$ cat config.mk
export PLATFORM = sky130hd
export DESIGN_NAME = device_req_master
export DESIGN_NICKNAME = d
export VERILOG_FILES = /design/src/rtl/dev_bus_pkg.sv /design/src/rtl/dev_resp_fifo.sv /design/src/rtl/device_req_master.sv
export SDC_FILE = /design/constraint.sdc
export NUM_CORES = 1
export LEC_CHECK = 0
export ABC_CLOCK_PERIOD_IN_PS = 5800
export CORE_MARGIN = 5
export CORE_UTILIZATION = 35
export CTS_BUF_LIST = sky130_fd_sc_hd__clkbuf_2 sky130_fd_sc_hd__clkbuf_4 sky130_fd_sc_hd__clkbuf_8
export CTS_CLUSTER_DIAMETER = 100
export DETAILED_ROUTE_END_ITERATION = 10
export GPL_TIMING_DRIVEN = 0
export HOLD_SLACK_MARGIN = 0.02
export PLACE_DENSITY = 0.68
export SLEW_MARGIN = 10
export SYNTH_ARGS = -nofsm -noshare
export SYNTH_HDL_FRONTEND = slang
export SYNTH_SLANG_ARGS = --single-unit
$ cat constraint.sdc
create_clock -name clk -period 5.8 [get_ports clk]
set_clock_uncertainty 0.05 [all_clocks]
set_input_delay 1.16 -clock clk [delete_from_list [all_inputs] [get_ports clk]]
set_output_delay 1.16 -clock clk [all_outputs]
set_load 0.005 [all_outputs]
$ cat src/rtl/dev_bus_pkg.sv
// Shared types for the device-helper request/response path.
package dev_bus_pkg;

  localparam int unsigned DEV_DATA_W = 64;
  localparam int unsigned DEV_MASK_W = 8;
  localparam int unsigned DEV_ADDR_W = 64;

  typedef struct packed {
    logic                  wen;
    logic [DEV_ADDR_W-1:0] addr;
    logic [DEV_DATA_W-1:0] wdata;
    logic [DEV_MASK_W-1:0] wmask;
  } dev_req_t;

  typedef struct packed {
    logic [DEV_DATA_W-1:0] rdata;
    logic                  err;
  } dev_resp_t;

  typedef enum logic [1:0] {
    ST_IDLE,
    ST_ISSUE,
    ST_CAPTURE
  } state_e;

endpackage

$ cat src/rtl/dev_resp_fifo.sv
// Synchronous FIFO with modulo-DEPTH pointers; DEPTH need not be a power of two.
module dev_resp_fifo #(
  parameter int unsigned DEPTH = 2,
  parameter int unsigned WIDTH = 8,
  localparam int unsigned CNT_W = $clog2(DEPTH + 1),
  localparam int unsigned PTR_W = (DEPTH > 1) ? $clog2(DEPTH) : 1
) (
  input  logic             clk,
  input  logic             reset_n,
  input  logic             push,
  input  logic [WIDTH-1:0] push_data,
  input  logic             pop,
  output logic [WIDTH-1:0] pop_data,
  output logic [CNT_W-1:0] count
);

  logic [WIDTH-1:0] mem_q [DEPTH];
  logic [PTR_W-1:0] head_q;
  logic [PTR_W-1:0] tail_q;
  logic [CNT_W-1:0] count_q;
  logic             push_en;
  logic             pop_en;

  function automatic logic [PTR_W-1:0] ptr_next(input logic [PTR_W-1:0] p);
    return (p == PTR_W'(DEPTH - 1)) ? '0 : p + PTR_W'(1);
  endfunction

  // A push into a full FIFO is only legal when the head leaves the same cycle.
  assign pop_en  = pop && (count_q != '0);
  assign push_en = push && ((count_q != CNT_W'(DEPTH)) || pop_en);

  always_ff @(posedge clk) begin
    if (!reset_n) begin
      head_q  <= '0;
      tail_q  <= '0;
      count_q <= '0;
    end else begin
      if (push_en) tail_q <= ptr_next(tail_q);
      if (pop_en)  head_q <= ptr_next(head_q);
      case ({push_en, pop_en})
        2'b10:   count_q <= count_q + CNT_W'(1);
        2'b01:   count_q <= count_q - CNT_W'(1);
        default: count_q <= count_q;
      endcase
    end
  end

  always_ff @(posedge clk) begin
    if (push_en) mem_q[tail_q] <= push_data;
  end

  assign pop_data = mem_q[head_q];
  assign count    = count_q;

endmodule

$ cat src/rtl/device_req_master.sv
// Initiator side of the device-helper interface: range-checks MMIO requests,
// strobes the device for one cycle and queues responses for the core.
module device_req_master
  import dev_bus_pkg::*;
#(
  parameter logic [63:0]  BASE_ADDR  = 64'h4060_0000,
  parameter logic [63:0]  SIZE       = 64'h0001_0000,
  parameter int unsigned  ID_W       = 4,
  parameter int unsigned  RESP_DEPTH = 2
) (
  input  logic                  clk,
  input  logic                  reset_n,
  input  logic                  req_valid,
  output logic                  req_ready,
  input  logic                  req_wen,
  input  logic [DEV_ADDR_W-1:0] req_addr,
  input  logic [DEV_DATA_W-1:0] req_wdata,
  input  logic [DEV_MASK_W-1:0] req_wmask,
  input  logic [ID_W-1:0]       req_id,
  output logic                  resp_valid,
  input  logic                  resp_ready,
  output logic [DEV_DATA_W-1:0] resp_rdata,
  output logic [ID_W-1:0]       resp_id,
  output logic                  resp_err,
  output logic                  dev_req_valid,
  output logic                  dev_req_wen,
  output logic [DEV_ADDR_W-1:0] dev_req_addr,
  output logic [DEV_DATA_W-1:0] dev_req_wdata,
  output logic [DEV_MASK_W-1:0] dev_req_wmask,
  input  logic [DEV_DATA_W-1:0] dev_resp_rdata
);

  localparam int unsigned CNT_W  = $clog2(RESP_DEPTH + 1);
  localparam int unsigned RESP_W = $bits(dev_resp_t) + ID_W;
  // 65-bit window bounds so BASE_ADDR+SIZE cannot wrap.
  localparam logic [64:0] WIN_LO = {1'b0, BASE_ADDR};
  localparam logic [64:0] WIN_HI = {1'b0, BASE_ADDR} + {1'b0, SIZE};

  state_e            state_q;
  state_e            state_d;
  dev_req_t          req_q;
  logic [ID_W-1:0]   id_q;
  logic              accept;
  logic              hit;
  logic              push;
  dev_resp_t         push_resp;
  logic [ID_W-1:0]   push_id;
  logic [RESP_W-1:0] head;
  logic [CNT_W-1:0]  fifo_count;

  // Space for the response is reserved at accept, so CAPTURE never stalls.
  assign req_ready = reset_n && (state_q == ST_IDLE) && (fifo_count < CNT_W'(RESP_DEPTH));
  assign accept    = req_valid && req_ready;
  assign hit       = ({1'b0, req_addr} >= WIN_LO) && ({1'b0, req_addr} < WIN_HI);

  always_comb begin
    state_d   = state_q;
    push      = 1'b0;
    push_resp = '0;
    push_id   = '0;
    case (state_q)
      ST_IDLE: begin
        if (accept) begin
          if (hit) begin
            state_d = ST_ISSUE;
          end else begin
            push          = 1'b1;
            push_resp.err = 1'b1;
            push_id       = req_id;
          end
        end
      end
      ST_ISSUE: state_d = ST_CAPTURE;
      ST_CAPTURE: begin
        push            = 1'b1;
        push_resp.rdata = req_q.wen ? '0 : dev_resp_rdata;
        push_id         = id_q;
        state_d         = ST_IDLE;
      end
      default: state_d = ST_IDLE;
    endcase
  end

  always_ff @(posedge clk) begin
    if (!reset_n) begin
      state_q       <= ST_IDLE;
      req_q         <= '0;
      id_q          <= '0;
      dev_req_valid <= 1'b0;
    end else begin
      state_q       <= state_d;
      dev_req_valid <= (state_d == ST_ISSUE);
      if (accept) begin
        req_q <= '{wen: req_wen, addr: req_addr, wdata: req_wdata, wmask: req_wmask};
        id_q  <= req_id;
      end
    end
  end

  assign dev_req_wen   = req_q.wen;
  assign dev_req_addr  = req_q.addr;
  assign dev_req_wdata = req_q.wdata;
  assign dev_req_wmask = req_q.wmask;

  dev_resp_fifo #(
    .DEPTH (RESP_DEPTH),
    .WIDTH (RESP_W)
  ) u_resp_fifo (
    .clk       (clk),
    .reset_n   (reset_n),
    .push      (push),
    .push_data ({push_resp, push_id}),
    .pop       (resp_valid && resp_ready),
    .pop_data  (head),
    .count     (fifo_count)
  );

  assign resp_valid                       = (fifo_count != '0);
  assign {resp_rdata, resp_err, resp_id}  = head;

endmodule

==> flow_summary.json, run 1 <==
{
  "syn_nets": 1174,
  "timing_hold_violations_final": 0,
  "floorplan.die.width_microns": 188.3,
  "fin_crit_sh_pct": 72.87,
  "power.share.combinational_pct": 12.6,
  "ys.flop_type": "dfxtp_1",
  "ctsHtreeMaxLevel": 2,
  "cts_inserted_buffers": 50,
  "crit_path_start_kind": "register",
  "critPathKind": "reg2out",
  "synthesis.yosys.warnings": 0,
  "ant_nets": 0,
  "pwr-share-seq_pct": 47.0,
  "num_vias": 8823,
  "first_global_vias": 9199,
  "worst_r2r_startpoint": "u_resp_fifo.count[1]",
  "power.leakage_nw": 6.070,
  "first_pass_iters": 4,
  "worst_slew_pin_tran_ns": 0.9226,
  "synth.most_common_cell": "nand2_1",
  "worst_ep_arrival_time_ns": 3.02,
  "whs_path_depth": 2,
  "rows": 65,
  "ff2ff_path_depth": 9,
  "detailedPlacementHpwl_microns": 26630,
  "post_synth_inst_count": 965,
  "finalWorstSetupSlack_ns": 1.574,
  "clk_latency_ns": 0.54,
  "synth.distinct_cells": 37,
  "initial_core_util_pct": 35.35,
  "post-synth-top-area-cell": "edfxtp_1",
  "netlist_top_cells_count": "nand2_1 (286), dfxtp_1 (149), a21boi_0 (141)",
  "hold_start": "dev_req_addr[24]",
  "p_per_area_nw_per_um2": 277.7,
  "synth_sequential_area_ratio_pct": 64.06,
  "fraction_of_registers_with_async_set_reset_pct": 0,
  "ios": 418,
  "placeableCoreArea_sq_um": 31470,
  "drive_above_1_share_pct": 12.58,
  "design.die.area_sq_um": 35450,
  "flow.area_growth_from_synthesis_pct": 53.10,
  "post_cts_resize_count": 0,
  "worstPathRequired_ns": 4.59,
  "synth_largest_type_area_fraction_pct": 37.25,
  "finish.net_count": 1649,
  "unrepaired_setup_endpoints_after_global_routing": "false",
  "postPlaceCellArea_sq_um": 15980,
  "endpoint_class_of_the_critical_path": "primary output",
  "fp.dieH_microns": 188.3,
  "share_clk_of_total_power_pct": 40.4,
  "netlist_top_cells_area": "edfxtp_1 (37%), dfxtp_1 (27%), nand2_1 (9.6%), a21boi_0 (9.5%), mux2_2 (7.0%)",
  "grt_util_all_layers_pct": 19.04,
  "placed_cells": 1790,
  "setup_viol": 0,
  "power_switching_share_pct": 22.54,
  "ff2ff_setup_slack_ns": 2.85,
  "min_to": "dev_req_addr[24]",
  "mappedNetlistArea_sq_um": 11130,
  "max-vdd-ir-drop_mv": 0.1887,
  "tritoncts": "yes",
  "root_cell_of_the_clock_tree": "clkbuf_8",
  "finalWirelength_microns": 35190,
  "detailedPlace.worstSlack_ns": 1.347,
  "port_buffers": 417,
  "synth.avg_cell_area_sq_um": 11.53,
  "final-max-slew-violation-count": 0,
  "count_of_fill_cells_added_during_filler_insertion": 2777,
  "rr_endpoint": "u_resp_fifo.mem_q[0][44]",
  "tritoncts_num_sinks": 287,
  "stdcell_area_sq_um": 17030,
  "antenna_found_initial": 1,
  "cts.reportedPaths.clkPinSlew_ns": 0.06,
  "routabilityCongestion": 0.8172,
  "finalNonFillerCells": 1880,
  "power_report.internal_total_mw": 3.664,
  "ys_seq_elements": 287,
  "max_clock_freq_mhz": 236.6,
  "grt_max_degree": 23,
  "crit_fanout": 10,
  "insertedDiodeCount": 0,
  "cts-root-to-sink-buffers": 3,
  "postCtsSetupRepairBufs": 0,
  "initialDrtViolationCount": 356,
  "drv_cap": 0,
  "minimum_clock_period_ns": 4.226,
  "result_of_the_run": "finished clean",
  "worst_hold_path_type": "reg2reg",
  "detailed_route_wire_length_per_cell_microns": 18.72,
  "drc_errors": 0,
  "vias_per_cell": 4.693,
  "grt_overflow": 0,
  "final_core_util_pct": 54.12,
  "synth_enable_flop_cells": 138,
  "fin_hold_ws_ns": 0.4105,
  "p_switching_mw": 1.066,
  "number_of_buffers_added_to_fix_hold_violations_after_cts": 0,
  "relSlewSlack_pct": 38.27,
  "global_route_wire_length_before_repair_microns": 53030
}
worst max-delay path: stages, from the launching register on:
cell,delay [ns]
dfxtp_1,0.30
clkbuf_1,0.39
buf_2,0.35
buf_1,0.50
mux2_2,0.42
clkdlybuf4s50_1,0.50
area by class of cell:
| cell class | count | area, sq um | area share (%) |
|---|---|---|---|
| plain buffers | 63 | 260.3 | 1.528 |
| inverters | 4 | 15.01 | 0.08814 |
| clock inverters | 17 | 127.6 | 0.7492 |
| repair buffers | 423 | 4339 | 25.47 |
| clock buffers | 73 | 923.4 | 5.421 |
| well taps | 402 | 503.0 | 2.953 |
| flip-flops and latches | 287 | 7127 | 41.84 |
| multi-input cells | 611 | 3739 | 21.95 |
worst max path at each step:
stage / start / to / slack (ns) / depth (start not counted)
final: register / resp_rdata[60] / 1.57 / 5
after global routing: register / resp_rdata[60] / 1.38 / 5
after floorplan: reset_n / u_resp_fifo.mem_q[0][0] / 0.30 / 7
after detailed placement: reset_n / u_resp_fifo.mem_q[0][44] / 1.35 / 10
after CTS: register / resp_rdata[60] / 1.45 / 5
after global placement: reset_n / u_resp_fifo.mem_q[1][44] / -2.28 / 8
layout by cell type, fill, tap and decap left out, types with 3 or more instances in the layout:
| cell type | instances |
|---|---|
| clkdlybuf4s50_1 | 417 |
| nand2_1 | 286 |
| dfxtp_1 | 149 |
| a21boi_0 | 141 |
| edfxtp_1 | 138 |
| mux2_2 | 69 |
| and2_1 | 67 |
| clkbuf_8 | 60 |
| clkbuf_1 | 45 |
| clkbuf_4 | 13 |
| buf_2 | 12 |
| nor4_1 | 10 |
| clkinv_1 | 8 |
| clkinv_2 | 6 |
| buf_16 | 6 |
| a22o_2 | 4 |
| buf_1 | 4 |
| inv_1 | 4 |
| nor4b_2 | 3 |
| nand4_1 | 3 |
cells by family (layout without fill, tap and decap cells):
kind of cell	Yosys count	count (layout)	share of synthesized area, %
simple gates	384	384	15.59
flops	287	287	64.06
compound gates	156	156	10.73
mux	70	70	7.074
buf+inv	67	580	2.474
xor+xnor	1	1	0.07874
routing by layer:
layer / wire (microns) / global-route usage (%) / up-vias / part of all wire [%]
met5: 12 / 0 / - / 0.034
met2: 17350 / 33.47 / 341 / 49
met4: 643 / 4.961 / 2 / 1.8
met1: 13810 / 21.72 / 4163 / 39
li1: - / - / 4270 / -
met3: 3381 / 7.466 / 47 / 9.6
registers in the layout, indices dropped and copies added, names as in the netlist, named ones only:
signal and count:
u_resp_fifo.count 2, u_resp_fifo.head_q 1, dev_req_wdata 64, id_q 4, dev_req_wmask 8, dev_req_valid 1, dev_req_addr 64, state_q 2
u_resp_fifo.tail_q 1, dev_req_wen 1, u_resp_fifo.mem_q 138
power by group through the flow:
| stage | Combinational [mW] | Clock (mW) | Sequential (mW) |
|---|---|---|---|
| after CTS | 0.607 | 1.97 | 2.22 |
| after global placement | 0.589 | 0 | 2.27 |
| after floorplan | 0.189 | 0 | 2.27 |
| after global routing | 0.643 | 2.08 | 2.23 |
| after detailed placement | 0.603 | 0 | 2.26 |
| final | 0.598 | 1.91 | 2.22 |
per-stage QoR:
stage	setup TNS, ns	total power, mW
6_report	0	4.730
5_1_grt	0	4.955
4_1_cts	0	4.797
3_5_place_dp	0	2.866
3_3_place_gp	-313.81	2.854
2_1_floorplan	0	2.456
Note: power is estimated with default switching activity, not from simulation.
==> run 2: changes to the inputs <==
--- a/config.mk
+++ b/config.mk
@@ -5,7 +5,7 @@
 export SDC_FILE = /design/constraint.sdc
 export NUM_CORES = 1
 export LEC_CHECK = 0
-export ABC_CLOCK_PERIOD_IN_PS = 5800
+export ABC_CLOCK_PERIOD_IN_PS = 4050
 export CORE_MARGIN = 5
 export CORE_UTILIZATION = 35
 export CTS_BUF_LIST = sky130_fd_sc_hd__clkbuf_2 sky130_fd_sc_hd__clkbuf_4 sky130_fd_sc_hd__clkbuf_8
@@ -13,7 +13,7 @@
 export DETAILED_ROUTE_END_ITERATION = 10
 export GPL_TIMING_DRIVEN = 0
 export HOLD_SLACK_MARGIN = 0.02
-export PLACE_DENSITY = 0.68
+export PLACE_DENSITY = 0.66
 export SLEW_MARGIN = 10
 export SYNTH_ARGS = -nofsm -noshare
 export SYNTH_HDL_FRONTEND = slang
==> constraint.sdc (replaced) <==
create_clock -name clk -period 4.05 [get_ports clk]
set_clock_uncertainty 0.05 [all_clocks]
set_input_delay 0.81 -clock clk [delete_from_list [all_inputs] [get_ports clk]]
set_output_delay 0.81 -clock clk [all_outputs]
set_load 0.005 [all_outputs]
==> flow_summary.json, run 2 (synthesis results as in run 1) <==
{
  "tritoncts_num_sinks": 287,
  "floorplan.die.width_microns": 188.3,
  "drive_above_1_share_pct": 12.86,
  "power.leakage_nw": 6.070,
  "drc_errors": 0,
  "detailed_route_wire_length_per_cell_microns": 19.02,
  "initialDrtViolationCount": 223,
  "max_clock_freq_mhz": 263.5,
  "placed_cells": 1788,
  "initial_core_util_pct": 35.35,
  "ff2ff_setup_slack_ns": 1.15,
  "num_vias": 8741,
  "critPathKind": "reg2out",
  "finish.net_count": 1647,
  "worst_ep_arrival_time_ns": 2.93,
  "port_buffers": 417,
  "cts.reportedPaths.clkPinSlew_ns": 0.06,
  "critical_path.n_buffers_inverters": 4,
  "ant_nets": 0,
  "first_global_vias": 9142,
  "max_reg_flops": 138,
  "result_of_the_run": "finished clean",
  "top_register": "u_resp_fifo.mem_q",
  "timing.critical_path.slowest_stage_cell": "buf_1",
  "ctsHtreeMaxLevel": 2,
  "max-vdd-ir-drop_mv": 0.3223,
  "timing.critical_path.max_delay_family": "buffers and inverters",
  "postCtsSetupRepairBufs": 0,
  "ios": 418,
  "post_cts_resize_count": 0,
  "ff2ff_path_depth": 8,
  "layout_commonest_cell": "clkdlybuf4s50_1",
  "final_cell_mix": "clkdlybuf4s50_1 (417), nand2_1 (286), dfxtp_1 (149)",
  "critical_path_depth": 5,
  "critical_path.max_stage_delay_ns": 0.51,
  "first_pass_iters": 4,
  "finalNonFillerCells": 1881,
  "crit_path_start_kind": "register",
  "antenna_found_initial": 2,
  "finalWirelength_microns": 35770,
  "relSlewSlack_pct": 38.88,
  "worst_hold_path_type": "reg2reg",
  "setup_viol": 0,
  "worst_r2r_startpoint": "u_resp_fifo.count[1]",
  "global_route_wire_length_before_repair_microns": 53480,
  "endpoint_class_of_the_critical_path": "primary output",
  "grt_overflow": 0,
  "minimum_clock_period_ns": 3.794,
  "worst_slew_pin_tran_ns": 0.9134,
  "whs_path_depth": 2,
  "rows": 65,
  "fin_crit_sh_pct": 93.69,
  "routabilityCongestion": 0.8542,
  "crit_fanout": 10,
  "cts-root-to-sink-buffers": 3,
  "fp.dieH_microns": 188.3,
  "detailedPlacementHpwl_microns": 27170,
  "flow.area_growth_from_synthesis_pct": 52.94,
  "placeableCoreArea_sq_um": 31470,
  "grt_max_degree": 27,
  "clk_latency_ns": 0.55,
  "grt_util_all_layers_pct": 19.22,
  "number_of_buffers_added_to_fix_hold_violations_after_cts": 0,
  "endpoint_of_the_most_critical_setup_path": "resp_rdata[55]",
  "final_core_util_pct": 54.06,
  "tritoncts": "yes",
  "unrepaired_setup_endpoints_after_global_routing": "false",
  "rr_endpoint": "u_resp_fifo.mem_q[0][38]",
  "cts_inserted_buffers": 50,
  "cp_cell_sequence": "clkbuf_1, buf_2, buf_1, mux2_2, clkdlybuf4s50_1",
  "vias_per_cell": 4.647,
  "worstPathRequired_ns": 3.19,
  "final-max-slew-violation-count": 0,
  "p_per_area_nw_per_um2": 403.8,
  "drv_cap": 0,
  "root_cell_of_the_clock_tree": "clkbuf_8",
  "design.die.area_sq_um": 35450,
  "timing_hold_violations_final": 0
}
-- run 2: cell count changes in the layout (fill, tap and decap cells not counted) --
cell      change
buf_12        +2
buf_16        -4
clkbuf_4      +3
clkbuf_8      +3
clkinv_1      -4
diode_2       +1
-- run 2: how the worst min path moves through the flow --
stage | start | end | slack [ns]
2_1_floorplan | id_q[0] | id_q[0] | 0.39
3_3_place_gp | id_q[1] | id_q[1] | 0.40
3_5_place_dp | dev_req_wdata[61] | dev_req_wdata[61] | 0.41
4_1_cts | dev_req_wdata[61] | dev_req_wdata[61] | 0.41
5_1_grt | dev_req_addr[51] | dev_req_addr[51] | 0.43
6_report | dev_req_wdata[61] | dev_req_wdata[61] | 0.41
-- run 2: area by class of cell --
class                   instances  area [sq um]
flip-flops and latches        287          7127
fillers                      2794         14460
clock inverters                13         112.6
multi-input cells             611          3739
inverters                       4         15.01
well taps                     402         503.0
clock buffers                  79         987.2
plain buffers                  63         260.3
diodes                          1         2.502
repair buffers                421          4269
-- run 2: routing by layer --
metal  wire length [microns]  vias up  global-route usage, %
li1                        -     4259                      -
met1                   13450     4088                  20.79
met2                   17500      333                  33.68
met3                    4120       59                  9.466
met4                     681        2                  4.989
met5                      11        -                      0
-- run 2: stage by stage --
step / area [sq um] / hold WS, ns / total power, mW / setup slack [ns] / setup TNS, ns
global placement: 15800 / 0.3994 / 4.090 / -3.775 / -518.81
finish: 17020 / 0.4086 / 6.871 / 0.2556 / 0
CTS: 17010 / 0.4136 / 6.967 / 0.07719 / 0
floorplan: 11130 / 0.3931 / 3.517 / -1.101 / -151.91
global route: 17020 / 0.4318 / 7.169 / 0.04417 / 0
detailed placement: 15910 / 0.4068 / 4.098 / 0.1241 / 0
-- run 2: worst min-delay path, cell delays in order (launching register included) --
cell and delay, ns:
dfxtp_1 0.30, nand2_1 0.04, a21boi_0 0.06
-- run 2: where the power goes --
| part | switching [mW] | total [mW] | internal [mW] | leakage, nW |
|---|---|---|---|---|
| combinational | 0.330 | 0.848 | 0.519 | 2.90 |
| clock | 1.17 | 2.84 | 1.67 | 0.585 |
| sequential | 0.0448 | 3.18 | 3.14 | 2.59 |
